===== src/rtl/ppi_bus_controller.sv =====
// PPI 8255A CPU-side bus sequencer: strobe synchronizers, read mux,
// write capture and control-word register.
module ppi_bus_controller #(
  parameter logic [7:0] CTRL_RESET = 8'h9B
) (
  input  logic       clk,
  input  logic       reset_n,
  input  logic       cs_n,
  input  logic       rd_n,
  input  logic       wr_n,
  input  logic [1:0] a,
  input  logic [7:0] d_in,
  input  logic [7:0] pa_in,
  input  logic [7:0] pb_in,
  input  logic [7:0] pc_in,
  output logic       buf_oe,
  output logic [7:0] d_out,
  output logic       wr_stb,
  output logic [1:0] wr_sel,
  output logic [7:0] wr_data,
  output logic [7:0] ctrl_word,
  output logic       mode_stb,
  output logic       bsr_stb
);

  typedef enum logic [1:0] {
    IDLE, READ, WRITE, WAIT_REL
  } state_t;

  state_t     state, state_nxt;
  logic [1:0] cs_q, rd_q, wr_q;
  logic [1:0] fill;
  logic       armed;
  logic       cs_act, rd_act, wr_act;
  logic       commit;

  logic       buf_oe_d;
  logic [7:0] d_out_d, rd_mux;
  logic       wr_stb_d, mode_stb_d, bsr_stb_d;
  logic [1:0] wr_sel_d;
  logic [7:0] wr_data_d, ctrl_d;

  always_ff @(posedge clk or negedge reset_n) begin
    if (!reset_n) begin
      cs_q <= 2'b11;
      rd_q <= 2'b11;
      wr_q <= 2'b11;
    end else begin
      cs_q <= {cs_q[0], cs_n};
      rd_q <= {rd_q[0], rd_n};
      wr_q <= {wr_q[0], wr_n};
    end
  end

  assign cs_act = ~cs_q[1];
  assign rd_act = ~rd_q[1];
  assign wr_act = ~wr_q[1];

  // Until the synchronizers hold post-reset pin samples, a strobe
  // already low on the pins must not start a transaction.
  always_ff @(posedge clk or negedge reset_n) begin
    if (!reset_n) begin
      fill  <= 2'd0;
      armed <= 1'b0;
    end else begin
      if (!fill[1])
        fill <= fill + 2'd1;
      if (fill[1] && state_nxt == IDLE)
        armed <= 1'b1;
    end
  end

  always_ff @(posedge clk or negedge reset_n) begin
    if (!reset_n)
      state <= IDLE;
    else
      state <= state_nxt;
  end

  always_comb begin
    state_nxt = state;
    commit    = 1'b0;
    unique case (state)
      IDLE: begin
        if (!armed) begin
          if (fill[1] && (rd_act || wr_act))
            state_nxt = WAIT_REL;
        end else if (cs_act && rd_act && wr_act)
          state_nxt = WAIT_REL;
        else if (cs_act && rd_act)
          state_nxt = READ;
        else if (cs_act && wr_act)
          state_nxt = WRITE;
      end
      READ: begin
        if (!rd_act || !cs_act)
          state_nxt = IDLE;
      end
      WRITE: begin
        if (rd_act)
          state_nxt = WAIT_REL;
        else if (!cs_act)
          state_nxt = IDLE;
        else if (!wr_act) begin
          state_nxt = IDLE;
          commit    = 1'b1;
        end
      end
      WAIT_REL: begin
        if (!rd_act && !wr_act && !cs_act)
          state_nxt = IDLE;
      end
      default: state_nxt = IDLE;
    endcase
  end

  always_comb begin
    rd_mux = ctrl_word;
    unique case (1'b1)
      (a == 2'd0): rd_mux = pa_in;
      (a == 2'd1): rd_mux = pb_in;
      (a == 2'd2): rd_mux = pc_in;
      default:     rd_mux = ctrl_word;
    endcase
  end

  // Strobe decode uses the captured sample, not the live pins,
  // since the CPU may already be changing a/d_in.
  always_comb begin
    buf_oe_d   = (state_nxt == READ);
    d_out_d    = d_out;
    wr_sel_d   = wr_sel;
    wr_data_d  = wr_data;
    if (state_nxt == READ)
      d_out_d = rd_mux;
    if (state_nxt == WRITE) begin
      wr_sel_d  = a;
      wr_data_d = d_in;
    end
    wr_stb_d   = commit && (wr_sel != 2'd3);
    mode_stb_d = commit && (wr_sel == 2'd3) && wr_data[7];
    bsr_stb_d  = commit && (wr_sel == 2'd3) && !wr_data[7];
    ctrl_d     = mode_stb_d ? wr_data : ctrl_word;
  end

  always_ff @(posedge clk or negedge reset_n) begin
    if (!reset_n) begin
      buf_oe    <= 1'b0;
      d_out     <= 8'h00;
      wr_stb    <= 1'b0;
      wr_sel    <= 2'd0;
      wr_data   <= 8'h00;
      ctrl_word <= CTRL_RESET;
      mode_stb  <= 1'b0;
      bsr_stb   <= 1'b0;
    end else begin
      buf_oe    <= buf_oe_d;
      d_out     <= d_out_d;
      wr_stb    <= wr_stb_d;
      wr_sel    <= wr_sel_d;
      wr_data   <= wr_data_d;
      ctrl_word <= ctrl_d;
      mode_stb  <= mode_stb_d;
      bsr_stb   <= bsr_stb_d;
    end
  end

endmodule


===== config.mk =====
export PLATFORM = sky130hd
export DESIGN_NAME = ppi_bus_controller
export DESIGN_NICKNAME = d
export VERILOG_FILES = /design/src/rtl/ppi_bus_controller.sv
export SDC_FILE = /design/constraint.sdc
export NUM_CORES = 1
export LEC_CHECK = 0
export BUFFER_PORTS_ARGS = -buffer_cell sky130_fd_sc_hd__buf_2
export CORE_ASPECT_RATIO = 0.6
export CORE_MARGIN = 2
export CORE_UTILIZATION = 40
export DETAILED_ROUTE_END_ITERATION = 12
export PLACE_DENSITY = 0.65
export SYNTH_ARGS = -nofsm -noshare
export SYNTH_HDL_FRONTEND = slang
export SYNTH_SLANG_ARGS = --single-unit

===== constraint.sdc =====
create_clock -name clk -period 5.4 [get_ports clk]
set_clock_uncertainty 0.05 [all_clocks]
set_input_delay 0 -clock clk [delete_from_list [all_inputs] [get_ports clk]]
set_output_delay 0 -clock clk [all_outputs]
set_load 0.05 [all_outputs]

==> results of run 1 <==
==> cells by family (layout without fill, tap and decap cells) <==
family                 Yosys count  after routing  share of synthesized area [%]
AND/OR/NAND/NOR                 13             13                           4.44
buffers and inverters            8             93                           2.15
AO/OA/AOI/OAI                   12             12                           6.73
XOR/XNOR                         1              1                          0.502
multiplexers                    33             33                           26.6
flip-flops                      41             41                           59.5
==> through the flow <==
step | util, % | total power (W) | setup slack (ps)
2_1_floorplan | - | 0.00100 | 3350
3_3_place_gp | 51.7 | 0.00115 | 3200
3_5_place_dp | 51.7 | 0.00117 | 3140
4_1_cts | 56.8 | 0.00138 | 3120
5_1_grt | 56.8 | 0.00144 | 3020
6_report | 56.8 | 0.00137 | 3140
==> worst max-delay path by stage <==
stage / start / end / slack (ps) / cells past startpoint
after floorplan: rd_q[1] / ctrl_word[6] / 3350 / 5
after global placement: rd_q[1] / d_out[6] / 3200 / 4
after detailed placement: rd_q[1] / d_out[5] / 3140 / 4
after CTS: rd_q[1] / d_out[5] / 3120 / 4
after global routing: cs_q[1] / d_out[5] / 3020 / 4
final: rd_q[1] / d_out[5] / 3140 / 4
==> worst reg2reg max path: stages (launching register included) <==
cell,delay (ps)
dfstp_2,570
a21boi_2,70
o211a_1,260
o311ai_2,770
mux2_2,420
==> cells in the mapped netlist <==
cell	number	area (µm²)
o31ai_1	1	7.51
a21oi_1	2	10.0
nand3b_1	1	7.51
buf_6	1	11.3
or2_2	1	6.26
nor2_1	1	3.75
dfstp_2	11	289
buf_1	2	7.51
dfrtp_1	30	751
inv_1	5	18.8
mux4_2	8	180
nor3_1	1	5.00
a2111oi_4	1	27.5
o311ai_2	1	16.3
or2b_1	1	7.51
o211a_1	1	10.0
o21ai_0	2	10.0
o21ba_2	1	10.0
mux2_2	24	270
xnor2_1	1	8.76
a21boi_2	1	11.3
mux2_4	1	15.0
or4b_4	1	13.8
or3_1	2	12.5
nand2_1	4	15.0
o211ai_1	2	15.0
nor2b_1	1	6.26
==> what timing repair did <==
action | CTS | global route
setup buffers | 0 | 0
endpoints found under the setup margin | 0 | 0
endpoints found under the hold margin | 41 | 0
hold buffers | 12 | 0
==> routing by layer <==
layer  GRT usage (%)  part of all wire, %  up-vias
li1                -                    -      566
met1            24.4                   47      624
met2            29.9                   49       35
met3            4.15                  4.4        0
met4            2.99                    0        0
met5               0                    0        -
==> area by class of cell <==
class                      count  area (µm²)  area share (%)
sequential                    41        1040            44.2
timing repair buffer          80         460            19.6
inverter                       5        18.8           0.797
clock buffer                   5        68.8            2.92
multi-input combinational     59         669            28.4
clock inverter                 3        21.3           0.904
tap                           60        75.1            3.19
==> power groups by stage <==
stage               logic (W)  clock network [W]  registers [W]
CTS                  0.000677           0.000204       0.000497
finish               0.000672           0.000199       0.000496
global placement     0.000659                  0       0.000495
detailed placement   0.000670                  0       0.000503
global route         0.000710           0.000219       0.000511
floorplan            0.000204                  0       0.000800
==> results.sh, run 1 <==
export IMPL_cts_resized_gates=0
export IMPL_reg2reg_to="d_out[5]"
export IMPL_clkPwrFrac_pct=14.5
export IMPL_placed_area_um2=2140
export IMPL_fp_dieArea_um2=4930
export IMPL_drive_gt1_share_pct=65.3
export IMPL_layout_cells_most_common="buf_2"
export IMPL_fmax_mhz=443
export IMPL_mappedNetlistNets=147
export IMPL_yosysWarnings=0
export IMPL_timing_hold_ws_ps=109
export IMPL_path_buf_inv=0
export IMPL_ff2ff_setup_slack_ps=3140
export IMPL_grt_usage_pct=17.8
export IMPL_die_width_um=89.3
export IMPL_syn_mean_instance_area_um2=16.2
export IMPL_cts_root_buffer="clkbuf_8"
export IMPL_critPathMaxStageDelay_ps=770
export IMPL_hold_depth=3
export IMPL_cp_arrival_ps=2380
export IMPL_maxSlewHeadroom_pct=42.4
export IMPL_period_share_pct=41.8
export IMPL_core_area_um2=4140
export IMPL_synth_seq_area_share_pct=59.5
export IMPL_area_growth_syn_to_layout_pct=34.7
export IMPL_worstHoldStart="pa_in[4]"
export IMPL_antenna_found_initial=0
export IMPL_status="completed"
export IMPL_cts_buffers_inserted=5
export IMPL_fin_cells=253
export IMPL_grt_pass1_vias=1284
export IMPL_drc_errors=0
export IMPL_initial_core_util_pct=42.1
export IMPL_via_count=1225
export IMPL_grt_overflow_total=0
export IMPL_cts_tree="built"
export IMPL_slowest_stage="o311ai_2"
export IMPL_r2r_cells=4
export IMPL_clk_insertion_delay_late_ps=290
export IMPL_report_final_slew_viol_count=0
export IMPL_reg_top3="ctrl_word: 8 flops, d_out: 8 flops, wr_data: 8 flops"
export IMPL_io_buffers=68
export IMPL_grt_pass1_wl_um=6310
export IMPL_wirelength_um=3930
export IMPL_fillCellCount=377
export IMPL_synthDistinctLibCells=27
export IMPL_p_int_w=0.000726
export IMPL_critPathKind="register to register"
export IMPL_final_cell_area_um2=2350
export IMPL_cp_top_family="compound AO/OA/AOI/OAI gates"
export IMPL_fin_nets=231
export IMPL_hold_class="primary input to register"
export IMPL_row_count=18
export IMPL_clk_pin_slew_ps=80
export IMPL_r2r_start="rd_q[1]"
export IMPL_finalSetupTns_ps=0
export IMPL_p_leak_nw=1.16
export IMPL_pwr_share_seq_pct=36.3
export IMPL_setup_viol=0
export IMPL_clock_path_buffers=2
export IMPL_worstHoldEndpoint="d_out[4]"
export IMPL_wl_per_cell_um=15.5
export IMPL_p_sw_share_pct=46.9
export IMPL_peakVddDrop_mv=0.320
export IMPL_gp_congestion=0.821
export IMPL_drt_iter0_drc=92
export IMPL_ant_nets=0
export IMPL_rsz0062_at_grt="false"
export IMPL_critPathCaptureType="register"
export IMPL_cp_max_fo=9
export IMPL_netSwitchingPower_w=0.000641
export IMPL_hold_viol=0
export IMPL_cts_sinks=41
export IMPL_drv_cap=0
export IMPL_cp_cell_sequence="a21boi_2, o211a_1, o311ai_2, mux2_2"
export IMPL_cp_start_kind="register"
export IMPL_syn_area_um2=1750
export IMPL_mostFrequentLayoutCells="buf_2 (68), dfrtp_1 (30), mux2_2 (24), dlygate4sd3_1 (12), dfstp_2 (11)"
export IMPL_dp_hpwl_um=2980
export IMPL_grt_max_degree=42
export IMPL_cp_required_ps=5520
export IMPL_die_y_um=55.2
export IMPL_ys_ff_latch=41
export IMPL_syn_inst=108
export IMPL_place_inst=233
export IMPL_power_density_nw_per_um2=581
export IMPL_viasPerCell=4.84
export IMPL_comb_power_share_pct=49.2
export IMPL_finalCriticalPeriod_ps=2260
export IMPL_cts_max_level=2
export IMPL_ios=69
export IMPL_diodes=0
export IMPL_drtPass1Iterations=4
export IMPL_worst_pin_slew_ps=864
(Power assumes the default switching activity.)
==> inputs of run 2 (changes only) <==
--- a/config.mk
+++ b/config.mk
@@ -5,12 +5,13 @@
 export SDC_FILE = /design/constraint.sdc
 export NUM_CORES = 1
 export LEC_CHECK = 0
+export ABC_AREA = 1
 export BUFFER_PORTS_ARGS = -buffer_cell sky130_fd_sc_hd__buf_2
 export CORE_ASPECT_RATIO = 0.6
 export CORE_MARGIN = 2
 export CORE_UTILIZATION = 40
 export DETAILED_ROUTE_END_ITERATION = 12
-export PLACE_DENSITY = 0.65
+export PLACE_DENSITY = 0.67
 export SYNTH_ARGS = -nofsm -noshare
 export SYNTH_HDL_FRONTEND = slang
 export SYNTH_SLANG_ARGS = --single-unit
==> constraint.sdc (replaced) <==
create_clock -name clk -period 1.83 [get_ports clk]
set_clock_uncertainty 0.05 [all_clocks]
set_input_delay 0 -clock clk [delete_from_list [all_inputs] [get_ports clk]]
set_output_delay 0 -clock clk [all_outputs]
set_load 0.05 [all_outputs]
==> run 2 against run 1 <==
Compared with the run above:
- register-to-register slack worse by 3000 ps
- area after synthesis rose by 5.4%
- core utilization is 1.0 points higher
- routed wire length increased by 21%
- clock-buffer cell count up 1
- design area grew 10%
- largest power group unchanged
- via count is 47% higher
- flip-flop and latch count unchanged
==> results.sh, run 2 <==
export IMPL_status="completed"
export IMPL_synthTopCellsByArea="dfrtp_1 (41%), nand2_1 (22%), dfstp_2 (16%)"
export IMPL_drt_iter0_drc=132
export IMPL_cts_buffers_inserted=5
export IMPL_netlist_top_cells_count="nand2_1 (107), dfrtp_1 (30), nand3_1 (20)"
export IMPL_final_util_pct=57.8
export IMPL_cp_arrival_ps=1820
export IMPL_async_reset_ff_share_pct=100
export IMPL_area_growth_syn_to_layout_pct=41.1
export IMPL_hold_class="primary input to register"
export IMPL_synth_seq_area_share_pct=56.5
export IMPL_cts_sinks=41
export IMPL_critPathCaptureType="register"
export IMPL_synth_top_area_share_pct=40.8
export IMPL_pre_cts_ws_ps=59.4
export IMPL_wl_per_cell_um=12.2
export IMPL_dp_hpwl_um=3400
export IMPL_synth_flop_cell="dfrtp_1"
export IMPL_cts_tree="built"
export IMPL_fmax_mhz=592
export IMPL_ant_nets=0
export IMPL_viasPerCell=4.62
export IMPL_ys_ff_latch=41
export IMPL_row_count=19
export IMPL_wl_met2_um=2000
export IMPL_maxSlewHeadroom_pct=62.5
export IMPL_grt_overflow_total=0
export IMPL_die_width_um=91.6
export IMPL_cpMostUsedCell="nand2_1"
export IMPL_place_inst=360
export IMPL_finalSetupTns_ps=0
export IMPL_yosysMostFrequentCell="nand2_1"
export IMPL_p_leak_nw=1.44
export IMPL_fin_cells=390
export IMPL_yosysTopAreaCell="dfrtp_1"
export IMPL_worst_pin_slew_ps=560
export IMPL_p_total_w=0.00438
export IMPL_reg_top3="ctrl_word: 8 flops, d_out: 8 flops, wr_data: 8 flops"
export IMPL_cp_start_kind="register"
export IMPL_layout_cells_most_common="nand2_1"
export IMPL_finalCriticalPeriod_ps=1690
export IMPL_cts_max_level=2
export IMPL_slowest_stage="dfstp_2"
export IMPL_clock_path_buffers=2
export IMPL_core_area_um2=4490
export IMPL_clk_insertion_delay_late_ps=300
export IMPL_clk_pin_slew_ps=80
export IMPL_drc_errors=0
export IMPL_power_density_nw_per_um2=1690
export IMPL_fin_nets=365
export IMPL_synthDistinctLibCells=19
export IMPL_cp_top_family="simple AND/OR/NAND/NOR gates"
export IMPL_report_final_slew_viol_count=0
export IMPL_io_buffers=68
export IMPL_diodes=0
export IMPL_top_layer="met4"
export IMPL_syn_mean_instance_area_um2=8.07
export IMPL_critPathMaxStageDelay_ps=590
export IMPL_ios=69
export IMPL_drtPass1Iterations=4
export IMPL_syn_inst=228
export IMPL_fp_dieArea_um2=5180
export IMPL_cp_required_ps=1960
export IMPL_cts_root_buffer="clkbuf_8"
export IMPL_setup_viol=0
export IMPL_die_y_um=56.5
export IMPL_grt_pass1_wl_um=7910
export IMPL_wirelength_um=4780
export IMPL_initial_core_util_pct=41.0
export IMPL_via_count=1803
export IMPL_hold_viol=0
export IMPL_peakVddDrop_mv=1.06
export IMPL_critPathKind="register to register"
export IMPL_syn_area_um2=1840
export IMPL_period_share_pct=92.3
export IMPL_cp_max_fo=10
export IMPL_setup_slack_ps=140
export IMPL_dr_wl_met3_um=324
export IMPL_grt_pass1_vias=1655
export IMPL_grt_usage_pct=19.6
export IMPL_yosysWarnings=0
export IMPL_grt_max_degree=42
export IMPL_path_buf_inv=0
export IMPL_mostFrequentLayoutCells="nand2_1 (106), buf_2 (68), dfrtp_1 (30), nand3_1 (20)"
export IMPL_drv_cap=0
export IMPL_gp_congestion=0.925
export IMPL_mappedNetlistNets=267
export IMPL_drive_gt1_share_pct=31.8
export IMPL_antenna_found_initial=0
export IMPL_cp_cell_sequence="nand2_1, nand2_1, nand2_1, nand2_1, nor2_1, nor2_4, nand2_4, nand2_1, nand2_1"
export IMPL_synth_edf_count=0
export IMPL_wl_met1_um=2450
## run 2: area by class of cell
cell class                      count  area [µm²]
Sequential cell                    41        1040
Clock buffer                        6        72.6
Timing Repair Buffer               92         566
Tap cell                           63        78.8
Multi-Input combinational cell    171         746
Clock inverter                      2        38.8
Fill cell                         433        1900
Inverter                           15        56.3
## run 2: per-layer routing
layer | global-route usage, % | up-vias
met5 | 0 | -
met4 | 6.06 | 0
met3 | 5.23 | 2
met2 | 26.5 | 70
met1 | 30.4 | 811
li1 | - | 920
## run 2: worst reg2reg max path: cells and delay by family, from the launching register on
| family | cells | cell delay (ps) |
|---|---|---|
| and+or+nand+nor | 9 | 940 |
| DFF | 1 | 590 |
## run 2: report_power, final
| group | switching, W | leakage, nW | total (W) | internal (W) |
|---|---|---|---|---|
| Combinational | 0.00166 | 0.893 | 0.00224 | 0.000572 |
| Clock | 0.000322 | 0.0554 | 0.000732 | 0.000410 |
| Sequential | 0.000204 | 0.492 | 0.00141 | 0.00121 |
| Total | 0.00219 | 1.44 | 0.00438 | 0.00219 |
## run 2: path summary, 6_finish.rpt
| path | to | slack [ps] | depth (start not counted) | startpoint |
|---|---|---|---|---|
| setup reg to reg | d_out[6] | 140 | 9 | rd_q[1] |
| min in group asynchronous | d_out[5] | 240 | 3 | reset_n |
| hold reg to reg | wr_q[1] | 310 | 0 | wr_q[0] |
| hold / removal | d_out[5] | 5 | 5 | pb_in[5] |
| setup / recovery | d_out[6] | 140 | 9 | rd_q[1] |
| max in group asynchronous | ctrl_word[4] | 1120 | 3 | reset_n |
## run 2: repair_timing
action / CTS / global route
setup buffers: 0 / 3
endpoints found under the setup margin: 0 / 13
gates resized for setup: 0 / 2
hold buffers: 18 / 0
hold endpoints to repair: 46 / 0
## run 2: logic make-up (layout without fill, tap and decap cells)
| group | count (synthesis) | count (layout) | synth area share (%) |
|---|---|---|---|
| DFF | 41 | 41 | 56.5 |
| AOI/OAI and AO/OA | 6 | 6 | 1.63 |
| and+or+nand+nor | 164 | 165 | 38.1 |
| buffers and inverters | 17 | 115 | 3.74 |
## run 2: per-stage QoR
step	instance area, µm²	hold slack, ps
final	2600	4.88
after global routing	2600	31.6
after CTS	2560	3.22
after detailed placement	2270	38.8
after global placement	2270	44.3
after floorplan	1840	-346
==> inputs of run 3 (changes only) <==
--- a/config.mk
+++ b/config.mk
@@ -11,7 +11,7 @@
 export CORE_MARGIN = 2
 export CORE_UTILIZATION = 40
 export DETAILED_ROUTE_END_ITERATION = 12
-export PLACE_DENSITY = 0.67
+export PLACE_DENSITY = 0.7
 export SYNTH_ARGS = -nofsm -noshare
 export SYNTH_HDL_FRONTEND = slang
 export SYNTH_SLANG_ARGS = --single-unit
==> run 3 against run 2 <==
Compared with the run above:
- flip-flop and latch count is the same
- first-iteration DRC count grew 15%
- cell count shrank 1.8%
- clock power shrank 6.4%
- core utilization shrank 1.3 points
- largest cell class unchanged
- largest power group unchanged
==> results.sh, run 3 (synthesis results as in run 2) <==
export IMPL_gp_congestion=0.969
export IMPL_cp_max_fo=10
export IMPL_die_width_um=91.6
export IMPL_cp_startpoint="rd_q[1]"
export IMPL_die_y_um=56.5
export IMPL_io_buffers=68
export IMPL_clk_insertion_delay_late_ps=290
export IMPL_r2r_cells=7
export IMPL_diodes=0
export IMPL_p_leak_nw=1.41
export IMPL_cp_cell_sequence="nand2_1, nor3_1, nand2_1, nor2_4, inv_2, nand2_1, nand2_1"
export IMPL_worst_pin_slew_ps=543
export IMPL_worstHoldStart="pb_in[0]"
export IMPL_slowest_stage="dfstp_2"
export IMPL_finalCriticalPeriod_ps=1700
export IMPL_dp_hpwl_um=3420
export IMPL_final_cell_area_um2=2540
export IMPL_finalSetupTns_ps=0
export IMPL_cp_required_ps=1960
export IMPL_drt_iter0_drc=152
export IMPL_row_count=19
export IMPL_status="completed"
export IMPL_hold_depth=5
export IMPL_layout_cells_most_common="nand2_1"
export IMPL_drv_cap=0
export IMPL_use_met2_pct=26.7
export IMPL_grt_overflow_total=0
export IMPL_critPathKind="register to register"
export IMPL_gr_max_usage_layer="met1"
export IMPL_cp_start_kind="register"
export IMPL_drtPass1Iterations=4
export IMPL_core_area_um2=4490
export IMPL_clk_pin_slew_ps=80
export IMPL_grt_pass1_wl_um=7510
export IMPL_wirelength_um=4600
export IMPL_cts_buffers_inserted=5
export IMPL_p_total_w=0.00433
export IMPL_reg_top3="ctrl_word: 8 flops, d_out: 8 flops, wr_data: 8 flops"
export IMPL_maxSlewHeadroom_pct=63.7
export IMPL_r2r_start="rd_q[1]"
export IMPL_peakVddDrop_mv=0.942
export IMPL_gr_usage_met1_pct=27.3
export IMPL_cp_arrival_ps=1840
export IMPL_pre_cts_ws_ps=48.5
export IMPL_power_density_nw_per_um2=1710
export IMPL_fillCellCount=435
export IMPL_wl_per_cell_um=12.0
export IMPL_cts_tree="built"
export IMPL_cpMostUsedCell="nand2_1"
export IMPL_fp_dieArea_um2=5180
export IMPL_hold_viol=0
export IMPL_rsz0062_at_grt="false"
export IMPL_placed_area_um2=2280
export IMPL_initial_core_util_pct=41.0
export IMPL_post_cts_setup_buffer_count=0
export IMPL_worstSetupPathDepth=7
export IMPL_layout_area_seq_um2=1040
export IMPL_use_met3_pct=5.77
export IMPL_antenna_found_initial=0
export IMPL_grt_usage_pct=18.6
export IMPL_cp_top_family="simple AND/OR/NAND/NOR gates"
export IMPL_grt_max_degree=25
export IMPL_fin_nets=359
export IMPL_ant_nets=0
export IMPL_multi_input_area_um2=739
export IMPL_via_count=1815
export IMPL_drive_gt1_share_pct=31.6
export IMPL_viasPerCell=4.74
export IMPL_hold_class="primary input to register"
export IMPL_fmax_mhz=587
export IMPL_cts_sinks=41
export IMPL_drc_errors=0
export IMPL_clock_path_buffers=2
export IMPL_period_share_pct=93.1
export IMPL_cts_max_level=2
export IMPL_path_buf_inv=1
export IMPL_critPathCaptureType="register"
export IMPL_ios=69
export IMPL_critPathMaxStageDelay_ps=580
export IMPL_cts_root_buffer="clkbuf_8"
export IMPL_setup_slack_ps=126
export IMPL_area_growth_syn_to_layout_pct=37.9
export IMPL_grt_pass1_vias=1635
export IMPL_report_final_slew_viol_count=0
export IMPL_mostFrequentLayoutCells="nand2_1 (106), buf_2 (68), dfrtp_1 (30), nand3_1 (20), nor2_1 (18)"
export IMPL_setup_viol=0
-- run 3: cell count changes in the layout (fill, tap and decap cells not counted) --
cell / change
clkbuf_1: -1
buf_4: -2
clkinv_2: +1
dlygate4sd3_1: -3
clkinv_4: -1
nor2_2: -1
-- run 3: through the flow --
step,hold WS [ps],cells,utilization [%]
final,14.6,383,56.5
after global routing,35.8,383,56.5
after CTS,17.9,383,56.3
after detailed placement,-34.2,361,50.7
after global placement,-45.4,361,50.7
after floorplan,-346,228,-
-- run 3: path summary, 6_finish.rpt --
check,end,slack [ps]
max,ctrl_word[2],130
min,d_out[0],10
max reg2reg,ctrl_word[2],130
min reg2reg,rd_q[1],310
max in group asynchronous,rd_q[0],930
min in group asynchronous,ctrl_word[5],180
-- run 3: timing repair --
action / CTS / global route
hold buffers: 15 / 0
endpoints found under the hold margin: 31 / 0
setup endpoints to repair: 0 / 10
gates resized for setup: 0 / 2
-- run 3: cell type report --
| cell class | instances | area share (%) |
|---|---|---|
| Sequential cell | 41 | 41.0 |
| Multi-Input combinational cell | 170 | 29.1 |
| Timing Repair Buffer | 87 | 20.5 |
| Tap cell | 63 | 3.10 |
| Clock buffer | 5 | 2.71 |
| Inverter | 15 | 2.22 |
| Clock inverter | 2 | 1.38 |
-- run 3: worst register-to-register path, cell delays in order, from the launching register on --
cell and delay, ps:
dfstp_2 580, nand2_1 100, nor3_1 220, nand2_1 150
nor2_4 260, inv_2 120, nand2_1 70, nand2_1 50
-- run 3: power breakdown --
group	switching, W	internal [W]	leakage, nW
Sequential	0.000195	0.00121	0.492
Combinational	0.00167	0.000568	0.869
Clock	0.000289	0.000396	0.0540
Total	0.00216	0.00217	1.41
-- run 3: per-layer routing --
layer,vias to the layer above,share of wire (%)
met5,-,0
li1,903,-
met4,0,0.67
met2,74,43
met3,5,8.1
met1,833,48
